[src/rtl/aud_adc_rx.sv]
// I2S ADC receiver: synchronizes the codec serial port into clk, deserializes
// left/right words and buffers complete stereo frames in a first-word-fall-through FIFO.
`timescale 1ns/1ps
module aud_adc_rx #(
   parameter int unsigned SAMPLE_W   = 16,
   parameter int unsigned FIFO_DEPTH = 4
) (
   input  logic                clk,
   input  logic                reset_n,
   input  logic                en,
   input  logic                aud_bclk,
   input  logic                aud_adclrck,
   input  logic                aud_adcdat,
   output logic [SAMPLE_W-1:0] sample_left,
   output logic [SAMPLE_W-1:0] sample_right,
   output logic                sample_valid,
   input  logic                sample_ready,
   output logic                overflow,
   output logic                frame_err,
   input  logic                err_clr
);

   localparam int unsigned AW = (FIFO_DEPTH > 1) ? $clog2(FIFO_DEPTH) : 1;
   localparam int unsigned CW = $clog2(FIFO_DEPTH) + 1;
   localparam int unsigned BW = $clog2(SAMPLE_W + 1);
   localparam int unsigned FW = 2 * SAMPLE_W;

   typedef enum logic [1:0] {
      IDLE  = 2'd0,
      SKIP  = 2'd1,
      SHIFT = 2'd2,
      PAD   = 2'd3
   } state_t;

   // [0],[1] synchronizer stages, [2] history for edge detection
   logic [2:0]          bclk_sr;
   logic [2:0]          lr_sr;
   logic [1:0]          dat_sr;

   state_t              state;
   logic                chan;
   logic [BW-1:0]       bit_cnt;
   logic [SAMPLE_W-1:0] shreg;
   logic [SAMPLE_W-1:0] left_word;
   logic                left_ok;

   logic [FW-1:0]       mem [FIFO_DEPTH];
   logic [AW-1:0]       wr_ptr;
   logic [AW-1:0]       rd_ptr;
   logic [CW-1:0]       count;

   logic                bclk_rise_c;
   logic                lr_edge_c;
   logic                lr_fall_c;
   logic                dat_c;
   logic [SAMPLE_W-1:0] shift_next_c;
   logic                word_done_c;
   logic                push_c;
   logic [FW-1:0]       push_data_c;
   logic                short_err_c;
   logic                pop_c;
   logic                full_c;
   logic                push_ok_c;
   logic                drop_c;
   logic [AW-1:0]       rd_next_c;
   logic [AW-1:0]       wr_next_c;
   logic [CW-1:0]       count_next_c;
   logic [FW-1:0]       head_c;

   function automatic logic [AW-1:0] ptr_inc(input logic [AW-1:0] p);
      return (p == AW'(FIFO_DEPTH - 1)) ? '0 : p + AW'(1);
   endfunction

   // Input synchronizers
   always_ff @(posedge clk or negedge reset_n) begin
      if (!reset_n) begin
         bclk_sr <= '0;
         lr_sr   <= '0;
         dat_sr  <= '0;
      end else begin
         bclk_sr <= {bclk_sr[1:0], aud_bclk};
         lr_sr   <= {lr_sr[1:0], aud_adclrck};
         dat_sr  <= {dat_sr[0], aud_adcdat};
      end
   end

   // Edge detection, deserializer next value and frame push decode
   always_comb begin
      bclk_rise_c  = bclk_sr[1] & ~bclk_sr[2];
      lr_edge_c    = lr_sr[1] ^ lr_sr[2];
      lr_fall_c    = ~lr_sr[1] & lr_sr[2];
      dat_c        = dat_sr[1];
      shift_next_c = (shreg << 1) | SAMPLE_W'(dat_c);
      word_done_c  = en && (state == SHIFT) && !lr_edge_c && bclk_rise_c &&
                     (bit_cnt == BW'(SAMPLE_W - 1));
      push_c       = word_done_c && chan && left_ok;
      push_data_c  = {left_word, shift_next_c};
      short_err_c  = en && (state == SHIFT) && lr_edge_c;
   end

   // Framing FSM
   always_ff @(posedge clk or negedge reset_n) begin
      if (!reset_n) begin
         state     <= IDLE;
         chan      <= 1'b0;
         bit_cnt   <= '0;
         shreg     <= '0;
         left_word <= '0;
         left_ok   <= 1'b0;
      end else if (!en) begin
         state   <= IDLE;
         left_ok <= 1'b0;
      end else begin
         case (state)
            IDLE: begin
               if (lr_fall_c) begin
                  state   <= SKIP;
                  chan    <= 1'b0;
                  left_ok <= 1'b0;
               end
            end
            SKIP: begin
               if (bclk_rise_c) begin
                  state   <= SHIFT;
                  bit_cnt <= '0;
                  shreg   <= '0;
               end
            end
            SHIFT: begin
               // A channel ending early invalidates any held left word
               if (lr_edge_c) begin
                  state   <= SKIP;
                  chan    <= lr_sr[1];
                  left_ok <= 1'b0;
               end else if (bclk_rise_c) begin
                  shreg   <= shift_next_c;
                  bit_cnt <= bit_cnt + BW'(1);
                  if (word_done_c) begin
                     state <= PAD;
                     if (!chan) begin
                        left_word <= shift_next_c;
                        left_ok   <= 1'b1;
                     end else begin
                        left_ok   <= 1'b0;
                     end
                  end
               end
            end
            PAD: begin
               if (lr_edge_c) begin
                  state <= SKIP;
                  chan  <= lr_sr[1];
               end
            end
            default: state <= IDLE;
         endcase
      end
   end

   // FIFO bookkeeping; head is precomputed so the outputs come straight from flops
   always_comb begin
      pop_c        = sample_valid & sample_ready;
      full_c       = (count == CW'(FIFO_DEPTH));
      push_ok_c    = push_c & (~full_c | pop_c);
      drop_c       = push_c & full_c & ~pop_c;
      rd_next_c    = pop_c ? ptr_inc(rd_ptr) : rd_ptr;
      wr_next_c    = push_ok_c ? ptr_inc(wr_ptr) : wr_ptr;
      count_next_c = count + CW'(push_ok_c) - CW'(pop_c);
      head_c       = (push_ok_c && (wr_ptr == rd_next_c)) ? push_data_c : mem[rd_next_c];
   end

   always_ff @(posedge clk or negedge reset_n) begin
      if (!reset_n) begin
         for (int i = 0; i < int'(FIFO_DEPTH); i++) mem[i] <= '0;
         wr_ptr       <= '0;
         rd_ptr       <= '0;
         count        <= '0;
         sample_valid <= 1'b0;
         sample_left  <= '0;
         sample_right <= '0;
      end else begin
         if (push_ok_c) mem[wr_ptr] <= push_data_c;
         wr_ptr       <= wr_next_c;
         rd_ptr       <= rd_next_c;
         count        <= count_next_c;
         sample_valid <= (count_next_c != '0);
         if (count_next_c != '0) begin
            sample_left  <= head_c[FW-1:SAMPLE_W];
            sample_right <= head_c[SAMPLE_W-1:0];
         end
      end
   end

   // Sticky error flags; a new event outranks a clear in the same cycle
   always_ff @(posedge clk or negedge reset_n) begin
      if (!reset_n) begin
         overflow  <= 1'b0;
         frame_err <= 1'b0;
      end else begin
         overflow  <= drop_c | (overflow & ~err_clr);
         frame_err <= short_err_c | (frame_err & ~err_clr);
      end
   end

endmodule

[config.mk]
export PLATFORM = sky130hd
export DESIGN_NAME = aud_adc_rx
export DESIGN_NICKNAME = d
export VERILOG_FILES = /design/src/rtl/aud_adc_rx.sv
export SDC_FILE = /design/constraint.sdc
export NUM_CORES = 1
export LEC_CHECK = 0
export CORE_ASPECT_RATIO = 1.25
export CORE_UTILIZATION = 35
export DETAILED_ROUTE_END_ITERATION = 10
export GPL_TIMING_DRIVEN = 0
export SETUP_SLACK_MARGIN = 0.15
export SYNTH_ARGS = -nofsm -noshare
export SYNTH_HDL_FRONTEND = slang
export SYNTH_SLANG_ARGS = --single-unit
[constraint.sdc]
create_clock -name clk -period 4 [get_ports clk]
set_input_delay 0.8 -clock clk [delete_from_list [all_inputs] [get_ports clk]]
set_output_delay 0.8 -clock clk [all_outputs]
set_load 0.005 [all_outputs]
==> flow_summary.yaml <==
global_routing:
  grt_util_met2: 0.2823
  met3_usage: 0.02209
  antenna_found_initial: 0
  grt_pass1_wl_um: 38380
  grt_max_degree: 115
  grtUsageMet1: 0.2108
  grt-ovfl-total: 0
  top_usage_layer: "met2"
  grt_pass1_vias: 6473
  grt.total_usage: 0.1631
drt:
  dr.first_iter.drc_count: 265
  wl_per_cell_um: 20.54
  num_vias: 5969
  first_pass_iters: 4
  wirelength_um: 24340
  via_per_inst: 5.037
  drc: 0
  drtAntennaViolNets: 0
floorplanning:
  core_sq_mm: 0.02943
  design.die.area_sq_mm: 0.03071
  fp-row-count: 70
  dieHeight_um: 195.7
  ioPinCount: 43
  initial_core_util: 0.3569
  die_x_um: 156.9
setup_path:
  critPathArrivalTime_ns: 4.11
  cpPeakStageDelay_ns: 0.38
  reg2reg_from: "bit_cnt[1]"
  critical_path_required_ns: 4.39
  r2r_cells: 22
  worst_setup_path_end_kind: "flop"
  worstSetupStartpointType: "flop"
  worstSetupPathType: "reg -> reg"
  crit_fanout: 5
  cp_cell_sequence: "ha_2 -> and3_4 -> ha_4 -> nand3b_1 -> nor3_4 -> and2_4 -> buf_6 -> inv_4 -> ha_4 -> inv_2 -> ha_4 -> inv_2 -> fa_2 -> xnor2_2 -> xnor2_2 -> nor3_4 -> buf_6 -> clkinvlp_4 -> clkbuf_16 -> clkbuf_16 -> nand2_2 -> o211ai_2"
  critPathSlowestCell: "dfrtp_1"
  r2r_setup_slack_ns: 0.27
  cp_common_cell: "ha_4"
  rr_endpoint: "sample_right[10]"
synthesis:
  syn_inst: 687
  syn_area_sq_mm: 0.01050
  yosys.area.top_type: "dfrtp_1"
  synth_ff_type: "dfrtp_1"
  synth_area_leaders: "dfrtp_1 52%, mux2_4 17%, o211ai_2 7.1%, mux4_2 6.9%, mux2_2 3.0%"
  synth-seq-cells: 218
  synth_nets: 710
  synth_seq_area_share: 0.5194
  yosysTopAreaCellShare: 0.5194
  yosysWarnings: 0
  async_flop_share: 1.000
  synth_cell_types: 40
  syn_area_per_cell_sq_um: 15.29
  synth_edf_count: 0
cells_and_area:
  syn_to_final_growth_pct: 21.41
  drive_above_1_share: 0.4740
  postLayoutCellArea_sq_mm: 0.01275
  fin_nets: 794
  final_common_cell: "dfrtp_1"
  antenna_cells: 0
  layout_common_cells: "218 x dfrtp_1, 121 x mux2_4, 61 x nand2_1"
power:
  p_leak_uw: 0.006380
  power_density_mw_per_mm2: 374.0
  ir_drop_mv: 0.3222
timing:
  fmax_mhz: 268.3
  clock_skew_ns: 0.01562
  fin_crit_ns: 3.727
  slew_violations: 0
  slew_headroom: 0.4047
  tightest_slew_ns: 0.8930
  whs_ns: 0.3464
  rsz0062_at_grt: "yes"
  setup_violations: 0
  finalCritPeriodShare: 0.9317
  hold_viol_final: 0
placement:
  numPortBuffers: 41
  dpl_cell_area_sq_mm: 0.01144
  dp_hpwl_um: 14890
  gp_congestion: 0.7640
clock_tree:
  cts_buffers: 24
  clockRootBuffer: "clkbuf_16"
  clock_latency_ns: 0.52
  cts.sinks: 218
  cts_buffer_depth: 3
  clk_pin_slew_ns: 0.07
  ctsHoldBuffers: 0
  cts_tree: "yes"
  cts.htree.levels: 1
status:
  status: "finished, final reports clean"
hold_path:
  hold_class: "in -> async"
run:
  drv_cap: 0
==> stage by stage <==
stage                     utilization   TNS, ns  cells  worst slack (ns)  total power, uW
after floorplan                     -         0    687            0.2234             2378
after global placement         0.3877  -1651.02   1124            -7.474             2461
after detailed placement       0.3888    -24.75   1125           -0.8345             2466
after CTS                      0.4227         0   1174            0.1151             4831
after global routing           0.4333         0   1185           0.04798             4939
final                          0.4333         0   1185            0.2732             4769
==> layout make-up <==
cell class                 instances  area, sq um
timing repair buffer              59        669.4
fill                            2679        16680
clock buffer                      32        701.9
clock inverter                    12        140.1
buffer                            44        459.2
sequential                       218         5455
inverter                          16        66.31
tap                              396        495.5
multi-input combinational        408         4765
==> critical path, delay by kind of cell (launching register included) <==
| family | cells | cell delay [ns] |
|---|---|---|
| xor+xnor | 2 | 0.32 |
| flops | 1 | 0.38 |
| simple gates | 6 | 0.89 |
| compound gates | 1 | 0.08 |
| fa+ha+maj | 5 | 1.00 |
| buf+inv | 8 | 0.89 |
==> flip-flops by register name (all words and copies together) (netlist names), 3 cells and up <==
name and flops:
bclk_sr 3, shreg 15, sample_left 16, bit_cnt 5
mem 128, lr_sr 3, sample_right 16, count 3
left_word 16
==> synth_stat cells, types with 2 or more instances <==
cell / count
and2_1: 2
nor3_2: 2
a21o_1: 2
buf_6: 15
buf_12: 3
a21oi_1: 4
mux2_2: 28
dfrtp_1: 218
o211ai_2: 60
mux4_2: 32
clkbuf_1: 15
ha_1: 14
nand2_1: 74
buf_4: 2
nor2_1: 4
mux2_4: 121
nand3_1: 3
nand2_2: 2
nand2_4: 4
xnor2_1: 2
and3_1: 2
nor3_1: 4
a22o_1: 19
inv_1: 16
nor2b_1: 5
o21ai_0: 7
o22ai_1: 2
o211ai_1: 5
buf_2: 9
==> repair_timing <==
item / 4_1_cts / 5_1_grt
setup buffers: 6 / 4
pin swaps: 3 / 11
gates cloned: 0 / 7
setup endpoints to repair: 33 / 33
resized for setup: 28 / 37
==> power by group <==
group	internal [uW]	total [uW]	switching (uW)
clock network	1420	2350	924
logic	63.4	171	108
registers	2230	2250	23.4
total	3710	4770	1060
==> how the worst max path moves through the flow <==
stage,from,slack (ns),end
final,bit_cnt[1],0.27,sample_right[10]
after global routing,bit_cnt[1],0.05,sample_left[7]
after CTS,bit_cnt[1],0.12,sample_left[15]
after detailed placement,sample_ready,-0.83,sample_left[15]
after global placement,reset_n,-7.47,mem[107]
after floorplan,en,0.22,sample_left[0]
==> kinds of logic (layout without fill, tap and decap cells) <==
kind of cell | Yosys count | in the layout | synth area share
simple gates | 107 | 107 | 0.04705
flops | 218 | 218 | 0.5194
mux | 181 | 181 | 0.2716
xor+xnor | 3 | 3 | 0.003217
compound gates | 102 | 102 | 0.1011
fa+ha+maj | 15 | 15 | 0.01858
buf+inv | 61 | 163 | 0.03907
==> metal layers <==
metal | vias up | routed length (um)
li1 | 2681 | -
met1 | 3131 | 10470
met2 | 112 | 12290
met3 | 45 | 973
met4 | 0 | 599
met5 | - | 0
Note: power is estimated with default switching activity, not from simulation.
